`config.mk`:
```
export PLATFORM = sky130hd
export DESIGN_NAME = if_fetch_stage
export DESIGN_NICKNAME = d
export VERILOG_FILES = /design/src/rtl/proc_pkg.sv /design/src/rtl/if_hold_buf.sv /design/src/rtl/if_fetch_stage.sv
export SDC_FILE = /design/constraint.sdc
export NUM_CORES = 1
export LEC_CHECK = 0
export ABC_AREA = 1
export ABC_CLOCK_PERIOD_IN_PS = 3500
export CORE_UTILIZATION = 58
export CTS_CLUSTER_DIAMETER = 200
export DETAILED_ROUTE_END_ITERATION = 6
export GPL_TIMING_DRIVEN = 0
export PLACE_DENSITY = 0.87
export SLEW_MARGIN = 20
export SYNTH_ARGS = -nofsm -noshare
export SYNTH_HDL_FRONTEND = slang
export SYNTH_SLANG_ARGS = --single-unit
export TNS_END_PERCENT = 20
```
`constraint.sdc`:
```
create_clock -name clk -period 3.5 [get_ports clk]
set_clock_uncertainty 0.2 [all_clocks]
set_input_delay 0.525 -clock clk [delete_from_list [all_inputs] [get_ports clk]]
set_output_delay 0.525 -clock clk [all_outputs]
set_load 0.01 [all_outputs]
```
`src/rtl/proc_pkg.sv`:
```
// Shared core definitions: datapath width, fetch FSM states, default halt
// encoding and the PC step, plus a helper that forces word alignment.
package proc_pkg;

  localparam int XLEN = 32;

  localparam logic [XLEN-1:0] HALT_INSTR_DEFAULT = 32'hFFFF_FFFF;
  localparam logic [XLEN-1:0] PC_STEP            = 32'd4;

  typedef enum logic [1:0] {
    S_BOOT = 2'd0,
    S_RUN  = 2'd1,
    S_HALT = 2'd2
  } fetch_state_e;

  // Clear the two byte-offset bits so the PC always points at a whole word.
  function automatic logic [XLEN-1:0] align_pc(input logic [XLEN-1:0] pc);
    return pc & ~32'd3;
  endfunction

endpackage

```
`src/rtl/if_hold_buf.sv`:
```
// One-entry skid buffer for the fetch stage. It catches an instruction word
// that returns from memory while decode is stalled, and gives it back once
// the stall releases. Clear has priority (used on redirect), then load,
// then drain.
module if_hold_buf
  import proc_pkg::*;
(
  input  logic            clk,
  input  logic            rst_n,
  input  logic            clear_i,
  input  logic            load_i,
  input  logic            drain_i,
  input  logic [XLEN-1:0] instr_i,
  input  logic [XLEN-1:0] pc_i,
  output logic            valid_o,
  output logic [XLEN-1:0] instr_o,
  output logic [XLEN-1:0] pc_o
);

  logic            valid_q;
  logic [XLEN-1:0] instr_q;
  logic [XLEN-1:0] pc_q;

  // Buffer register: capture on load, release on drain, drop on clear.
  always_ff @(posedge clk or negedge rst_n) begin
    if (!rst_n) begin
      valid_q <= 1'b0;
      instr_q <= '0;
      pc_q    <= '0;
    end else if (clear_i) begin
      valid_q <= 1'b0;
    end else if (load_i) begin
      valid_q <= 1'b1;
      instr_q <= instr_i;
      pc_q    <= pc_i;
    end else if (drain_i) begin
      valid_q <= 1'b0;
    end
  end

  assign valid_o = valid_q;
  assign instr_o = instr_q;
  assign pc_o    = pc_q;

endmodule

```
`src/rtl/if_fetch_stage.sv`:
```
// Instruction-fetch stage: owns the PC, issues word reads to a synchronous
// instruction memory and fills the IF/ID register. Decode stalls are
// absorbed by a one-entry hold buffer; redirects from EX win over stall and
// halt. A word equal to HALT_INSTR stops fetching once it reaches IF/ID;
// any read still in flight at that point is dropped so the halt word is the
// last instruction decode sees.
// Optional feature macro: IF_PERF_CNT_EN adds perf_fetch_o / perf_stall_o.
module if_fetch_stage
  import proc_pkg::*;
#(
  parameter int              IMEM_AW    = 10,
  parameter logic [XLEN-1:0] HALT_INSTR = HALT_INSTR_DEFAULT
) (
  input  logic               clk,
  input  logic               rst_n,
  input  logic [XLEN-1:0]    pc_init_i,
  input  logic               stall_i,
  input  logic               redirect_i,
  input  logic [XLEN-1:0]    redirect_pc_i,
  output logic               imem_en_o,
  output logic [IMEM_AW-1:0] imem_addr_o,
  input  logic [XLEN-1:0]    imem_rdata_i,
  output logic               id_valid_o,
  output logic [XLEN-1:0]    id_instr_o,
  output logic [XLEN-1:0]    id_pc_o,
  output logic [XLEN-1:0]    id_pc4_o,
`ifdef IF_PERF_CNT_EN
  output logic [31:0]        perf_fetch_o,
  output logic [31:0]        perf_stall_o,
`endif
  output logic               halted_o
);

  fetch_state_e    state_q, state_d;
  logic [XLEN-1:0] pc_q, pc_d;
  logic            req_v_q;
  logic [XLEN-1:0] req_pc_q;

  logic            id_valid_q;
  logic [XLEN-1:0] id_instr_q;
  logic [XLEN-1:0] id_pc_q;
  logic [XLEN-1:0] id_pc4_q;

  logic            hold_v;
  logic [XLEN-1:0] hold_instr;
  logic [XLEN-1:0] hold_pc;

  logic            fetch_req;
  logic            ret_v;
  logic            load_from_mem;
  logic            load_from_hold;
  logic            id_wr;
  logic [XLEN-1:0] wr_instr;
  logic [XLEN-1:0] wr_pc;
  logic            halt_hit;

  // A read is only worth issuing when running, decode can accept, nothing
  // is being redirected and the hold buffer is free. A returning word is
  // only meaningful while running; after halt the in-flight read is dropped.
  assign fetch_req      = (state_q == S_RUN) & ~stall_i & ~redirect_i & ~hold_v;
  assign ret_v          = req_v_q & (state_q == S_RUN);
  assign load_from_mem  = ret_v & ~stall_i & ~redirect_i;
  assign load_from_hold = hold_v & ~stall_i & ~redirect_i;
  assign id_wr          = load_from_mem | load_from_hold;
  assign wr_instr       = load_from_hold ? hold_instr : imem_rdata_i;
  assign wr_pc          = load_from_hold ? hold_pc    : req_pc_q;
  assign halt_hit       = id_wr & (wr_instr == HALT_INSTR);

  if_hold_buf u_hold_buf (
    .clk     (clk),
    .rst_n   (rst_n),
    .clear_i (redirect_i),
    .load_i  (ret_v & stall_i),
    .drain_i (load_from_hold),
    .instr_i (imem_rdata_i),
    .pc_i    (req_pc_q),
    .valid_o (hold_v),
    .instr_o (hold_instr),
    .pc_o    (hold_pc)
  );

  // Next-state and next-PC selection for the fetch FSM.
  always_comb begin
    state_d = state_q;
    pc_d    = pc_q;
    case (state_q)
      S_BOOT: begin
        state_d = S_RUN;
        pc_d    = align_pc(pc_init_i);
      end
      S_RUN: begin
        if (redirect_i) begin
          pc_d = align_pc(redirect_pc_i);
        end else begin
          if (fetch_req) pc_d = pc_q + PC_STEP;
          if (halt_hit)  state_d = S_HALT;
        end
      end
      S_HALT: begin
        if (redirect_i) begin
          state_d = S_RUN;
          pc_d    = align_pc(redirect_pc_i);
        end
      end
      default: begin
        state_d = S_BOOT;
      end
    endcase
  end

  // FSM state, PC and outstanding-request tracking.
  always_ff @(posedge clk or negedge rst_n) begin
    if (!rst_n) begin
      state_q  <= S_BOOT;
      pc_q     <= '0;
      req_v_q  <= 1'b0;
      req_pc_q <= '0;
    end else begin
      state_q <= state_d;
      pc_q    <= pc_d;
      req_v_q <= fetch_req;
      if (fetch_req) req_pc_q <= pc_q;
    end
  end

  // IF/ID register: flush on redirect, hold on stall, else load or bubble.
  always_ff @(posedge clk or negedge rst_n) begin
    if (!rst_n) begin
      id_valid_q <= 1'b0;
      id_instr_q <= '0;
      id_pc_q    <= '0;
      id_pc4_q   <= '0;
    end else if (redirect_i) begin
      id_valid_q <= 1'b0;
    end else if (!stall_i) begin
      if (id_wr) begin
        id_valid_q <= 1'b1;
        id_instr_q <= wr_instr;
        id_pc_q    <= wr_pc;
        id_pc4_q   <= wr_pc + PC_STEP;
      end else begin
        id_valid_q <= 1'b0;
      end
    end
  end

`ifdef IF_PERF_CNT_EN
  logic [31:0] perf_fetch_q;
  logic [31:0] perf_stall_q;

  // Saturating counters: words delivered to IF/ID and stalled live cycles.
  always_ff @(posedge clk or negedge rst_n) begin
    if (!rst_n) begin
      perf_fetch_q <= '0;
      perf_stall_q <= '0;
    end else begin
      if (id_wr && (perf_fetch_q != 32'hFFFF_FFFF))
        perf_fetch_q <= perf_fetch_q + 32'd1;
      if (stall_i && id_valid_q && (perf_stall_q != 32'hFFFF_FFFF))
        perf_stall_q <= perf_stall_q + 32'd1;
    end
  end

  assign perf_fetch_o = perf_fetch_q;
  assign perf_stall_o = perf_stall_q;
`endif

  assign imem_en_o   = fetch_req;
  assign imem_addr_o = pc_q[IMEM_AW+1:2];
  assign id_valid_o  = id_valid_q;
  assign id_instr_o  = id_instr_q;
  assign id_pc_o     = id_pc_q;
  assign id_pc4_o    = id_pc4_q;
  assign halted_o    = (state_q == S_HALT);

endmodule

```
==> PnR_summary.wiki <==
{| class="wikitable"
! Metric !! Value
|-
| First drt pass iteration count || 7
|-
| Count of standard-cell rows || 51
|-
| Final standard cell utilization of the core || 0.7653
|-
| Largest net degree at the start of global routing || 98
|-
| Worst path required time || 2770 ps
|-
| Final critical-path setup slack || 119.8 ps
|-
| Layout Cell Area excl Fill || 14990 µm²
|-
| Lkg Pwr || 7.001 nW
|-
| Global-route wire length before repair || 56.88 mm
|-
| Root buf cell || sky130_fd_sc_hd__clkbuf_16
|-
| Async set or reset register ratio after synthesis || 1.000
|-
| Placeable core region || 19590 µm²
|-
| Total of warnings raised by yosys || 0
|-
| Mapped cell area || 11690 µm²
|-
| Place WS || 175.3 ps
|-
| Overall overflow remaining after global route || 0
|-
| Clock Sink Count || 219
|-
| Clk slew on worst S/H paths || 60 ps
|-
| Gr usage total || 0.3532
|-
| Type of the worst min-delay path || in2reg
|-
| Remaining max-slew budget at the tightest pin || 0.5193
|-
| Portion of synthesized cell area occupied by the leading cell type || 0.4688
|-
| Net count reported at finish || 1865
|-
| CTS tree || yes
|-
| F_max || 295.8 MHz
|-
| Maximum fanout encountered on the critical timing path || 10
|-
| Routed wire length per instance || 17.45 µm
|-
| Area growth syn-to-layout || 28.25%
|-
| Library cells used by synthesis || 41
|-
| Critical register-to-register path startpoint || state_q[1]
|-
| Classification of the worst setup path || reg2out
|-
| Biggest area consumer among synthesized cells || sky130_fd_sc_hd__dfrtp_1
|-
| IO Pins || 209
|-
| Width of the die || 144.0 µm
|-
| Number of antenna repair diodes || 0
|-
| Hpwl dp || 26.20 mm
|-
| Clk Latency, worst-skew pair || 530 ps
|-
| Number of port buffers || 199
|-
| Violation count after the first detailed-routing iteration || 1038
|-
| Number of buffers created by CTS || 24
|-
| WL final || 35.59 mm
|-
| Power density of the placed cells || 673.9 nW/µm²
|-
| Die height || 144.0 µm
|-
| Number of synthesized register bits || 219
|-
| Average instance area after synthesis || 7.666 µm²
|-
| Sequential fraction of the synthesis area || 0.4688
|-
| Violated checks || design-rule violations
|-
| Share of cells above drive strength 1 || 0.09014
|-
| Final setup violation count || 0
|-
| Average via count per standard cell || 5.758
|-
| Fraction of the cycle the final worst path needs || 0.9658
|-
| Data arrival time at the worst-slack endpoint || 2660 ps
|-
| H-Tree Depth || 1
|-
| Result of the run || complete, but fails checks
|-
| Min Tclk post-route || 3380 ps
|-
| DRC violation count after routing || 2
|-
| Critical path capture point type || primary output
|-
| List of most frequent post-synthesis cells || sky130_fd_sc_hd__nand2_1, sky130_fd_sc_hd__dfrtp_1, sky130_fd_sc_hd__nor2_1
|-
| Cell types with the largest area share after synthesis || sky130_fd_sc_hd__dfrtp_1, sky130_fd_sc_hd__nand2_1, sky130_fd_sc_hd__o21ai_0
|-
| Antenna Violating Nets Remaining || 0
|-
| Total cell area at the placement stage || 14080 µm²
|-
| Critical path startpoint category || flip-flop
|-
| VDD IR-drop max || 0.0004169 V
|-
| First element of the critical path || state_q[1]
|-
| Total via count after detailed routing || 11746
|-
| Number of synthesized flops with an enable pin || 0
|-
| Via count of the first global-routing pass || 11330
|-
| Count of endpoints failing hold in the final timing report || 0
|-
| Most common cell in the netlist || sky130_fd_sc_hd__nand2_1
|-
| MaxCap Viol Count || 0
|-
| Startpoint of the lowest-slack hold path || redirect_i
|-
| Final GP Congestion || 0.9204
|-
| Layout fillers || 1394
|-
| Primary FF master, synth || sky130_fd_sc_hd__dfrtp_1
|-
| Number of antenna violations at the first check in global routing || 1
|-
| Effective utilization at floorplan || 0.5967
|-
| Max Slew Vio Count || 0
|-
| Register-to-Register Setup Slack || 710 ps
|-
| Least-Margin Pin Slew || 721.0 ps
|-
| Die Area || 20730 µm²
|-
| Number of standard cells after synthesis || 1525
|-
| Deepest clock path buffer count || 3
|}
## critical path, stage by stage, from the launching register on
cell,delay (ps)
sky130_fd_sc_hd__dfrtp_1,430
sky130_fd_sc_hd__inv_2,110
sky130_fd_sc_hd__ha_4,190
sky130_fd_sc_hd__inv_2,140
sky130_fd_sc_hd__nor2_4,150
sky130_fd_sc_hd__nand3b_1,180
sky130_fd_sc_hd__clkbuf_4,250
sky130_fd_sc_hd__inv_2,130
sky130_fd_sc_hd__clkdlybuf4s50_1,550
## logic make-up after synthesis
kind of cell / synth area share
DFF: 0.4688
and+or+nand+nor: 0.2821
adders and majority gates: 0.007492
other: 0.0003208
muxes: 0.03564
xor gates and xnor gates: 0.005994
buffers and inverters: 0.07717
AOI/OAI and AO/OA: 0.1224
## power breakdown
group	switching [mW]	internal (mW)
logic	1.61	1.62
registers	0.657	3.46
clock network	1.09	1.67
total	3.36	6.75
## metrics by stage
stage	cells	hold slack (ps)	setup TNS, ps	power (mW)
6_report	2040	214.0	0	10.10
5_1_grt	2040	228.3	-2.248	10.65
4_1_cts	2038	184.9	0	10.08
3_5_place_dp	1994	214.5	0	7.304
3_3_place_gp	1992	258.8	-1596360	7.149
2_1_floorplan	1528	29.41	0	5.597
## timing repair
item | CTS | global route
hold buffers | 1 | 0
pin swaps | 0 | 1
setup buffers | 0 | 2
hold endpoints to repair | 34 | 0
setup endpoints to repair | 1 | 1
resized for setup | 6 | 2
## path summary, 6_finish.rpt
| check | to | cells past startpoint |
|---|---|---|
| max | imem_en_o | 8 |
| min | u_hold_buf.valid_o | 4 |
| max reg2reg | pc_q[20] | 10 |
| min reg2reg | id_pc_o[9] | 2 |
| max in group asynchronous | id_pc_o[29] | 4 |
| min in group asynchronous | u_hold_buf.instr_o[6] | 2 |
## placed cells by master (no fill, tap or decap), types with 6 or more instances in the layout
cell and n:
sky130_fd_sc_hd__a21oi_1 50, sky130_fd_sc_hd__a31oi_1 18, sky130_fd_sc_hd__buf_1 7, sky130_fd_sc_hd__buf_2 19, sky130_fd_sc_hd__buf_4 20, sky130_fd_sc_hd__buf_6 6
sky130_fd_sc_hd__clkbuf_1 44, sky130_fd_sc_hd__clkbuf_16 24, sky130_fd_sc_hd__clkdlybuf4s50_1 198, sky130_fd_sc_hd__dfrtp_1 219, sky130_fd_sc_hd__ha_1 6, sky130_fd_sc_hd__inv_1 105
sky130_fd_sc_hd__inv_2 7, sky130_fd_sc_hd__mux2_2 37, sky130_fd_sc_hd__nand2_1 441, sky130_fd_sc_hd__nand2_2 6, sky130_fd_sc_hd__nand3_1 109, sky130_fd_sc_hd__nand3b_1 12
sky130_fd_sc_hd__nand4_1 19, sky130_fd_sc_hd__nor2_1 171, sky130_fd_sc_hd__nor2_2 7, sky130_fd_sc_hd__nor3_1 14, sky130_fd_sc_hd__o211ai_1 18, sky130_fd_sc_hd__o21ai_0 150
sky130_fd_sc_hd__xor2_1 7
## area by class of cell
class                      instances  area (µm²)  area share
buffer                            92       485.5     0.03238
clock inverter                    15       232.7     0.01552
sequential                       219        5480      0.3655
multi-input combinational       1105        5339      0.3561
inverter                         112       420.4     0.02804
timing repair buffer             204        2077      0.1385
clock buffer                      28       625.6     0.04173
tap                              265       331.6     0.02212
## sequential cells by signal, summed over array words and instances (netlist names)
name                cells
req_pc_q               30
pc_q                   30
id_valid_o              1
u_hold_buf.pc_o        30
id_pc4_o               30
state_q                 2
u_hold_buf.instr_o     32
id_instr_o             32
req_v_q                 1
id_pc_o                30
u_hold_buf.valid_o      1
## per-layer routing
| layer | vias up | global-route usage | part of all wire |
|---|---|---|---|
| li1 | 5436 | - | - |
| met1 | 5491 | 0.4583 | 0.40 |
| met2 | 719 | 0.5772 | 0.47 |
| met3 | 100 | 0.06755 | 0.095 |
| met4 | 0 | 0.1545 | 0.035 |
| met5 | - | 0 | 0 |
(Power assumes the default switching activity.)
